## config.mk

```make
export PLATFORM = sky130hd
export DESIGN_NAME = muldiv_unit_flat
export DESIGN_NICKNAME = d
export VERILOG_FILES = /design/src/rtl/muldiv_unit_pkg.sv /design/src/rtl/muldiv_unit_if.sv /design/src/rtl/muldiv_step.sv /design/src/rtl/muldiv_unit.sv /design/src/flat_wrapper.sv
export SDC_FILE = /design/constraint.sdc
export NUM_CORES = 1
export LEC_CHECK = 0
export BUFFER_PORTS_ARGS = -buffer_cell sky130_fd_sc_hd__buf_2
export CAP_MARGIN = 30
export CORE_MARGIN = 4
export CORE_UTILIZATION = 40
export CTS_CLUSTER_SIZE = 10
export DETAILED_ROUTE_END_ITERATION = 12
export GPL_ROUTABILITY_DRIVEN = 0
export SYNTH_ARGS = -nofsm -noshare
export SYNTH_HDL_FRONTEND = slang
export SYNTH_SLANG_ARGS = --single-unit
```

## constraint.sdc

```tcl
create_clock -name clk -period 6.1 [get_ports clk]
set_input_delay 1.22 -clock clk [delete_from_list [all_inputs] [get_ports clk]]
set_output_delay 1.22 -clock clk [all_outputs]
set_load 0.01 [all_outputs]
```

## src/rtl/muldiv_unit_pkg.sv

```systemverilog
// Shared types and constants for the RV32M multiply/divide unit.
// funct3 encodings, FSM state encoding, step mode and operand magnitude helper.
package muldiv_unit_pkg;

  localparam int XLEN  = 32;
  localparam int CNT_W = 5;

  localparam logic [2:0] F3_MUL    = 3'b000;
  localparam logic [2:0] F3_MULH   = 3'b001;
  localparam logic [2:0] F3_MULHSU = 3'b010;
  localparam logic [2:0] F3_MULHU  = 3'b011;
  localparam logic [2:0] F3_DIV    = 3'b100;
  localparam logic [2:0] F3_DIVU   = 3'b101;
  localparam logic [2:0] F3_REM    = 3'b110;
  localparam logic [2:0] F3_REMU   = 3'b111;

  typedef enum logic [1:0] {
    ST_IDLE = 2'd0,
    ST_CALC = 2'd1,
    ST_FIN  = 2'd2
  } state_e;

  typedef enum logic {
    MODE_MUL = 1'b0,
    MODE_DIV = 1'b1
  } mode_e;

  function automatic logic [XLEN-1:0] mag(input logic [XLEN-1:0] v, input logic neg);
    mag = neg ? (~v + 1'b1) : v;
  endfunction

endpackage

```

## src/rtl/muldiv_unit_if.sv

```systemverilog
// Request/response bundle between the EX stage control and the multiply/divide unit.
interface muldiv_unit_if;
  import muldiv_unit_pkg::*;

  logic            start;
  logic [2:0]      funct3;
  logic [XLEN-1:0] rs1;
  logic [XLEN-1:0] rs2;
  logic            flush;
  logic            busy;
  logic            done;
  logic [XLEN-1:0] result;

  modport master (
    output start, funct3, rs1, rs2, flush,
    input  busy, done, result
  );

  modport slave (
    input  start, funct3, rs1, rs2, flush,
    output busy, done, result
  );

endinterface

```

## src/rtl/muldiv_step.sv

```systemverilog
// One radix-2 iteration: shift-add multiply step or restoring divide step.
// Purely combinational; the caller reassembles the low word from q_bit.
module muldiv_step
  import muldiv_unit_pkg::*;
(
  input  mode_e           mode,
  input  logic [XLEN-1:0] acc_hi,
  input  logic            lo_bit,
  input  logic [XLEN-1:0] operand,
  output logic [XLEN-1:0] acc_hi_next,
  output logic            q_bit
);

  logic [XLEN:0] sum;
  logic [XLEN:0] shifted;
  logic [XLEN:0] diff;

  always_comb begin
    sum         = '0;
    shifted     = '0;
    diff        = '0;
    acc_hi_next = acc_hi;
    q_bit       = 1'b0;
    if (mode == MODE_MUL) begin
      // lo_bit is the current multiplier LSB; sum[0] drops into the low word's MSB
      sum         = {1'b0, acc_hi} + (lo_bit ? {1'b0, operand} : '0);
      acc_hi_next = sum[XLEN:1];
      q_bit       = sum[0];
    end else begin
      // borrow out of the 33-bit subtract means the trial subtraction fails
      shifted = {acc_hi, lo_bit};
      diff    = shifted - {1'b0, operand};
      if (!diff[XLEN]) begin
        acc_hi_next = diff[XLEN-1:0];
        q_bit       = 1'b1;
      end else begin
        acc_hi_next = shifted[XLEN-1:0];
        q_bit       = 1'b0;
      end
    end
  end

endmodule

```

## src/rtl/muldiv_unit.sv

```systemverilog
// Iterative RV32M multiply/divide: done pulses 34 cycles after an accepted start
// (1 cycle for divide-by-zero and signed overflow); busy stalls upstream meanwhile.
module muldiv_unit
  import muldiv_unit_pkg::*;
(
  input logic           clk,
  input logic           rst,
  muldiv_unit_if.slave  bus
);

  state_e            state_q, state_d;
  logic [CNT_W-1:0]  cnt_q, cnt_d;
  logic [2*XLEN-1:0] acc_q, acc_d;
  logic [XLEN-1:0]   opb_q, opb_d;
  logic [2:0]        f3_q, f3_d;
  logic              neg_q, neg_d;
  logic              busy_q, busy_d;
  logic              done_q, done_d;
  logic [XLEN-1:0]   result_q, result_d;

  mode_e           step_mode;
  logic            step_lo_bit;
  logic [XLEN-1:0] step_hi_next;
  logic            step_q_bit;

  assign step_mode   = mode_e'(f3_q[2]);
  assign step_lo_bit = f3_q[2] ? acc_q[XLEN-1] : acc_q[0];

  muldiv_step u_step (
    .mode        (step_mode),
    .acc_hi      (acc_q[2*XLEN-1:XLEN]),
    .lo_bit      (step_lo_bit),
    .operand     (opb_q),
    .acc_hi_next (step_hi_next),
    .q_bit       (step_q_bit)
  );

  logic              sa, sb;
  logic [XLEN-1:0]   a_abs, b_abs;
  logic [2*XLEN-1:0] mul_s;
  logic [XLEN-1:0]   q_s, r_s, res_fin;

  always_comb begin
    state_d  = state_q;
    cnt_d    = cnt_q;
    acc_d    = acc_q;
    opb_d    = opb_q;
    f3_d     = f3_q;
    neg_d    = neg_q;
    busy_d   = busy_q;
    done_d   = 1'b0;
    result_d = result_q;

    sa = bus.rs1[XLEN-1] & (bus.funct3 != F3_MULHU) & (bus.funct3 != F3_DIVU)
                         & (bus.funct3 != F3_REMU);
    sb = bus.rs2[XLEN-1] & ((bus.funct3 == F3_MUL) | (bus.funct3 == F3_MULH)
                         |  (bus.funct3 == F3_DIV) | (bus.funct3 == F3_REM));
    a_abs = mag(bus.rs1, sa);
    b_abs = mag(bus.rs2, sb);

    mul_s = neg_q ? (~acc_q + 1'b1) : acc_q;
    q_s   = neg_q ? (~acc_q[XLEN-1:0] + 1'b1) : acc_q[XLEN-1:0];
    r_s   = neg_q ? (~acc_q[2*XLEN-1:XLEN] + 1'b1) : acc_q[2*XLEN-1:XLEN];
    case (f3_q)
      F3_MUL:           res_fin = mul_s[XLEN-1:0];
      F3_DIV, F3_DIVU:  res_fin = q_s;
      F3_REM, F3_REMU:  res_fin = r_s;
      default:          res_fin = mul_s[2*XLEN-1:XLEN];
    endcase

    case (state_q)
      ST_IDLE: begin
        // done_q marks the completion cycle, where a new start is dropped
        if (bus.start && !bus.flush && !done_q) begin
          if (bus.funct3[2] && bus.rs2 == '0) begin
            done_d   = 1'b1;
            result_d = bus.funct3[1] ? bus.rs1 : '1;
          end else if ((bus.funct3 == F3_DIV || bus.funct3 == F3_REM)
                       && bus.rs1 == {1'b1, {(XLEN-1){1'b0}}} && bus.rs2 == '1) begin
            done_d   = 1'b1;
            result_d = bus.funct3[1] ? '0 : {1'b1, {(XLEN-1){1'b0}}};
          end else begin
            state_d = ST_CALC;
            busy_d  = 1'b1;
            cnt_d   = '0;
            f3_d    = bus.funct3;
            neg_d   = (bus.funct3[2] & bus.funct3[1]) ? sa : (sa ^ sb);
            if (bus.funct3[2]) begin
              opb_d = b_abs;
              acc_d = {{XLEN{1'b0}}, a_abs};
            end else begin
              opb_d = a_abs;
              acc_d = {{XLEN{1'b0}}, b_abs};
            end
          end
        end
      end
      ST_CALC: begin
        if (f3_q[2]) acc_d = {step_hi_next, acc_q[XLEN-2:0], step_q_bit};
        else         acc_d = {step_hi_next, step_q_bit, acc_q[XLEN-1:1]};
        cnt_d = cnt_q + 1'b1;
        if (cnt_q == {CNT_W{1'b1}}) state_d = ST_FIN;
      end
      ST_FIN: begin
        state_d  = ST_IDLE;
        busy_d   = 1'b0;
        done_d   = 1'b1;
        result_d = res_fin;
      end
      default: begin
        state_d = ST_IDLE;
        busy_d  = 1'b0;
      end
    endcase

    if (bus.flush && state_q != ST_IDLE) begin
      state_d  = ST_IDLE;
      busy_d   = 1'b0;
      done_d   = 1'b0;
      result_d = result_q;
    end
  end

  always_ff @(posedge clk) begin
    if (rst) begin
      state_q  <= ST_IDLE;
      cnt_q    <= '0;
      acc_q    <= '0;
      opb_q    <= '0;
      f3_q     <= '0;
      neg_q    <= 1'b0;
      busy_q   <= 1'b0;
      done_q   <= 1'b0;
      result_q <= '0;
    end else begin
      state_q  <= state_d;
      cnt_q    <= cnt_d;
      acc_q    <= acc_d;
      opb_q    <= opb_d;
      f3_q     <= f3_d;
      neg_q    <= neg_d;
      busy_q   <= busy_d;
      done_q   <= done_d;
      result_q <= result_d;
    end
  end

  assign bus.busy   = busy_q;
  assign bus.done   = done_q;
  assign bus.result = result_q;

endmodule

```

## src/flat_wrapper.sv

```systemverilog
// flat-port wrapper written by rule: the top's interface ports become plain ports
module muldiv_unit_flat import muldiv_unit_pkg::*;
  (clk, rst, bus_start, bus_funct3, bus_rs1, bus_rs2, bus_flush, bus_busy, bus_done, bus_result);
  muldiv_unit_if bus_i ();
  input logic clk;
  input logic rst;
  input wire logic [$bits(bus_i.start)-1:0] bus_start;
  input wire logic [$bits(bus_i.funct3)-1:0] bus_funct3;
  input wire logic [$bits(bus_i.rs1)-1:0] bus_rs1;
  input wire logic [$bits(bus_i.rs2)-1:0] bus_rs2;
  input wire logic [$bits(bus_i.flush)-1:0] bus_flush;
  output wire logic [$bits(bus_i.busy)-1:0] bus_busy;
  output wire logic [$bits(bus_i.done)-1:0] bus_done;
  output wire logic [$bits(bus_i.result)-1:0] bus_result;
  assign bus_i.start = bus_start;
  assign bus_i.funct3 = bus_funct3;
  assign bus_i.rs1 = bus_rs1;
  assign bus_i.rs2 = bus_rs2;
  assign bus_i.flush = bus_flush;
  assign bus_busy = bus_i.busy;
  assign bus_done = bus_i.done;
  assign bus_result = bus_i.result;
  muldiv_unit u_core (.clk(clk), .rst(rst), .bus(bus_i));
endmodule
```

# Yosys cells after proc, flatten, opt, wreduce, memory -nomap -nowiden
# Cells that the tools add are included.
word_totals:
  register_bits: 141
  input_bits: 71
  out_inout_bits: 34
op_classes:
  n_addsub: 8
  n_eq_ne: 20
  n_mux: 43
  bitwise_logic: 18
  reduce_logical: 24
op_table:
  columns: ["op", "n"]
  rows:
  - ["2-to-1 mux 32 bit", 15]
  - ["2-to-1 mux 64 bit", 4]
  - ["adder 32 x 1 -> 32 bit (second input constant)", 4]
  - ["NOT 32 bit", 4]
  - ["case mux 64 bit (2 select lines)", 1]
  - ["case mux 32 bit (3 select lines)", 1]
  - ["adder 64 x 1 -> 64 bit (second input constant)", 1]
  - ["== test 32 bit (second input constant)", 2]
  - ["NOT 64 bit", 1]
  - ["case mux 32 bit (2 select lines)", 1]
  - ["adder 32 x 32 -> 33 bit", 1]
  - ["subtractor 33 x 32 -> 33 bit", 1]
  - ["zero test 32 bit", 1]
  - ["AND reduction 4 bit", 5]
  - ["== test 3 bit (second input constant)", 6]
  - ["2-to-1 mux 5 bit", 3]
  - ["2-to-1 mux 1 bit", 10]
  - ["case mux 5 bit (2 select lines)", 1]
  - ["2-to-1 mux 2 bit", 4]
  - ["logical AND 1 bit", 6]
  - ["zero test 3 bit", 2]
  - ["!= test 3 bit (second input constant)", 2]
  - ["nonzero test 2 bit", 3]
  - ["OR reduction 2 bit", 3]
  - ["18 further kinds", 31]

# Logic depth before layout (Yosys ltp)
depth:
  depth_word: 11
  ltp_mapped: 17
  mapped_depth_nobuf: 15

# Cells and area by module
# From an unflattened synthesis, not the netlist that was laid out.
unflattened:
  hier_cells: 2121
  hier_area_um2: 15242.1
by_module_without_submodules:
  columns: ["mod", "instances", "cells_each", "area_each_um2"]
  rows:
  - ["muldiv_unit", 1, 1472, 10862.9]
  - ["muldiv_step", 1, 649, 4379.2]

# Least setup slack after synthesis
# No wires, ideal clock.
synth_path:
  path_type: "register to register"
  from: "register u_core.f3_q[2]"
  to: "register u_core.acc_q[32]"
  setup_ns: 0.139
  arrival_ns: 4.126
  path_slack_ns: 1.834
  stages_incl_launch_ff: 17
  n_path_buf: 4
  synth_period_minus_slack_ns: 4.266
  path_cell_list: "dfxtp_1 -> clkbuf_1 -> clkbuf_1 -> mux2i_1 -> clkbuf_1 -> ha_1 -> fa_1 -> nor2b_1 -> o31a_1 -> o2111ai_1 -> a31oi_1 -> nor3_1 -> a21o_1 -> xnor2_1 -> clkbuf_1 -> mux2i_1 -> o221ai_1"
synth_between:
  elab_chain_cells: 5
  elab_cells_between_ends: 7
  classes_between: "add/sub (2); mux (5)"
synth_lines:
  columns: ["element", "line_no", "source"]
  rows:
  - ["start: declaration", "muldiv_unit.sv:15", "logic [2:0] f3_q, f3_d;"]
  - ["start signal: assignment", "muldiv_unit.sv:130", "f3_q <= '0;"]
  - ["start signal: assignment", "muldiv_unit.sv:140", "f3_q <= f3_d;"]
  - ["2-to-1 mux 1 bit", "muldiv_unit.sv:27", "assign step_lo_bit = f3_q[2] ? acc_q[XLEN-1] : acc_q[0];"]
  - ["subtractor 33 x 32 -> 33 bit or 2-to-1 mux 32 bit (tied branches)", "muldiv_step.sv:32, muldiv_step.sv:26", null]
  - ["2-to-1 mux 32 bit or adder 32 x 32 -> 33 bit (tied branches)", "muldiv_step.sv:33, muldiv_step.sv:26", null]
  - ["2-to-1 mux 32 bit *", "muldiv_step.sv:24", "if (mode == MODE_MUL) begin"]
  - ["case mux 64 bit (2 select lines) *", "muldiv_unit.sv:71", "case (state_q)"]
  - ["end signal: assignment", "muldiv_unit.sv:128", "acc_q <= '0;"]
  - ["end signal: assignment", "muldiv_unit.sv:138", "acc_q <= acc_d;"]
  - ["end: declaration", "muldiv_unit.sv:13", "logic [2*XLEN-1:0] acc_q, acc_d;"]
# Mark *: on every way between the ends. The rest lies on a longest branch, timed or not.
# A chain may end at the register's enable or synchronous reset.

# Worst setup path after layout
layout_path:
  from: "register u_core.acc_q[0]"
  to: "register u_core.acc_q[61]"
layout_between:
  elab_chain_cells: 5
  elab_cells_between_ends: 7
  classes_between: "add/sub (2); mux (5)"
layout_lines:
  columns: ["element", "line_no"]
  rows:
  - ["2-to-1 mux 1 bit *", "muldiv_unit.sv:27"]
  - ["subtractor 33 x 32 -> 33 bit or 2-to-1 mux 32 bit (tied branches)", "muldiv_step.sv:32, muldiv_step.sv:26"]
  - ["2-to-1 mux 32 bit or adder 32 x 32 -> 33 bit (tied branches)", "muldiv_step.sv:33, muldiv_step.sv:26"]
  - ["2-to-1 mux 32 bit *", "muldiv_step.sv:24"]
  - ["case mux 64 bit (2 select lines) *", "muldiv_unit.sv:71"]
# Marked as above.

==> results.md <==
* Outcome: complete, no violations
* Initial antenna violation count at 2
* Critical path endpoint category: register
* H-Tree Depth at 4
* Num Clock Sinks at 141
* MaxCap Viol Count at 0
* Initial DRT Pass Iterations at 9
* Syn. warnings at 0
* Initial Utilization at 0.405
* CTS clk-pin slew, worst paths at 80 ps
* Worst vdd ir at ~0.00022 V
* Critical Path AT at approximately 5000 ps
* Final Hold Violating Endpoints at 0
* Root Driver: clkbuf_16
* Slew @ Worst Pin at 1030 ps
* Final Max Slew Viols at 0
* IO buf count at roughly 100
* Fin crit share at 0.763
* CP max stage delay at 780 ps
* Vias in the first global route at 14811
* Largest net degree at the start of global routing at 94
* Min Tclk post-route at around 4700 ps
* IO Pins at roughly 110
* Yosys cell types at just over 70
* Crit Path Max Fanout at 32
* Ys async rst share at 0
* CTS tree: yes
* Max Clock Freq at ~210 MHz
* Clock buffer count from CTS at 17
* Antenna diodes at 0
* Post-synth top area share at 0.197
* DR WL/cell at 23.1 um
* Startpoint Class: register
* Drt via density at around 6.4
* Synthesized area at between 10000 and 15000 sq um
* Commonest cells after routing, fill and taps aside: nand2_1, nor2_1, o21ai_0, a21oi_1, dfxtp_1
* Die area at 39000 sq um
* Reg area at around 2800 sq um
* CP delay by family, top: compound AO/OA/AOI/OAI gates
* Post-Synthesis Cells at 2021
* Number of synthesized flops with an enable pin at 0
* Leakage power at roughly 6.2 nW
* Share of cells above drive strength 1 at 0.0992
* Hpwl dp at 44.6 mm
* Worst skew pair latency at 440 ps
* Core Box Area at 35500 sq um
* Clock Tree Buf Depth at 2
* Multi-input gate area at 10800 sq um
* Synth area leaders: dfxtp_1, ha_1, nand2_1
* ANT nets after route at 0
* Gr ovfl total at 0
* Fin nets at 2179
* # DRC at 0
* Setup tns final at 0 ps
* Routed via count at 16164
* WP data required at between 6000 and 7000 ps
* Post-CTS sizing at 0
* Global-route wire length before repair at a little under 90 mm
* WS Path Type: reg -> reg
* PD cells at between 150 and 200 nW/um^2
* Register area share after synthesis at 0.197
* Hold Slack at ~440 ps
* DRT iter0 DRCs at 2222
* Setup violators final at 0
* Post-Route WL at roughly 58 mm
* Area growth, synth to finish at 10.1%
* Clock skew at about 13 ps
* Rel. slew slack at 0.312
* # hold bufs at CTS at 0
* Die Y at around 200 um
* Die X at 197 um
* Syn_nets at 2166
* CP bufs+invs at 3
* Critical-path top delay cell: a221oi_1
* Dominant synthesized flop cell: dfxtp_1
* Filler cell count in the final layout at 3638
* Syn Area/Cell at 7.11 sq um
* Hold Crit Class: reg -> reg
* GRT Total Usage at 0.288
* Yosys reg bits at roughly 140
* Post-CTS Setup Bufs at 0
* Most common cell after layout, fill and taps aside: nand2_1
* Fin cells at 2508
* # rows at 69
* RSZ-0062 raised after global routing: no
* Area leader, netlist: dfxtp_1
* Crit-path cells: mux2i_2 -> buf_4 -> inv_1 -> ha_1 -> ha_1 -> inv_1 -> fa_1 -> nor2b_1 -> o31ai_1 -> o2bb2ai_1 -> a21oi_1 -> a221oi_1 -> o21a_1 -> nor3_1 -> o31ai_1 -> o21ai_0
* Cells after DPL at around 2500
-- sequential cells by signal, indices dropped and copies added (netlist names) --
signal,count
u_core.acc_q,64
u_core.bus.result,32
u_core.opb_q,32
u_core.cnt_q,5
u_core.f3_q,3
u_core.state_q,2
u_core.bus.busy,1
u_core.bus.done,1
u_core.neg_q,1
-- kinds of logic after synthesis --
family / after synthesis / share of synthesized area
simple gates: 700 / 0.232
compound gates: 652 / 0.291
buf+inv: 202 / 0.0539
xor+xnor: 171 / 0.104
flops: 141 / 0.197
mux: 81 / 0.0567
fa+ha+maj: 74 / 0.0655
-- power breakdown --
part,internal (mW),switching [mW],leakage [nW]
Sequential,0.957,0.0705,1.15
Combinational,0.311,0.550,4.76
Clock,0.633,0.508,0.305
Total,1.90,1.13,6.22
-- final timing paths --
path / start / end / slack [ps] / depth (start not counted)
worst min-delay path: u_core.bus.result[23]$_SDFFE_PP0P_ / u_core.bus.result[23]$_SDFFE_PP0P_ / 440 / 2
worst max-delay path: u_core.acc_q[0]$_SDFFE_PP0P_ / u_core.acc_q[61]$_SDFFE_PP0P_ / 1440 / 16
worst min register to register: u_core.bus.result[23]$_SDFFE_PP0P_ / u_core.bus.result[23]$_SDFFE_PP0P_ / 440 / 2
worst max register to register: u_core.acc_q[0]$_SDFFE_PP0P_ / u_core.acc_q[61]$_SDFFE_PP0P_ / 1440 / 16
-- cell usage after synthesis, types with 22 or more instances --
cell type	number
nand2_1	228
nor2_1	183
o21ai_0	166
a21oi_1	149
dfxtp_1	141
clkbuf_1	124
xnor2_1	86
xor2_1	85
mux2i_1	78
ha_1	72
inv_1	60
nor3_1	58
nand3_1	34
o31ai_1	34
o211ai_1	33
a211oi_1	31
a21o_1	29
a31oi_1	25
o21a_1	25
or4_1	25
nor2b_1	24
o221ai_1	23
o22ai_1	23
nand2b_1	22
-- cell type report --
class | count | share of cell area
clock inverters | 14 | 0.0112
inverters | 61 | 0.0145
repair buffers | 135 | 0.0476
clock buffers | 18 | 0.0278
well taps | 461 | 0.0365
flip-flops and latches | 141 | 0.179
multi-input cells | 1678 | 0.684
-- per-stage QoR --
stage          setup slack, ps  cell area, sq um  utilization  total power [mW]
6_report                  1440             15800        0.446              3.03
5_1_grt                   1190             15800        0.446              3.14
4_1_cts                   1520             15800        0.446              3.01
3_5_place_dp              1070             15200        0.428              1.88
3_3_place_gp              1120             15200        0.428              1.87
2_1_floorplan             1830             14400            -              1.60
-- worst register-to-register path, stage by stage (launching register included) --
cell and delay, ps:
dfxtp_1 440, mux2i_2 190, buf_4 380, inv_1 110
ha_1 200, ha_1 220, inv_1 80, fa_1 210
nor2b_1 70, o31ai_1 590, o2bb2ai_1 280, a21oi_1 200
a221oi_1 780, o21a_1 310, nor3_1 80, o31ai_1 280
o21ai_0 130
-- metal layers --
layer  GRT usage  up-vias  routed length (um)
met5           0        -                  27
met4       0.126        4                2990
met3      0.0669      190                6320
met2       0.422      950               24100
met1       0.404     7582               24600
li1            -     7438                   -
No activity file was read; power rests on OpenSTA's default activity.
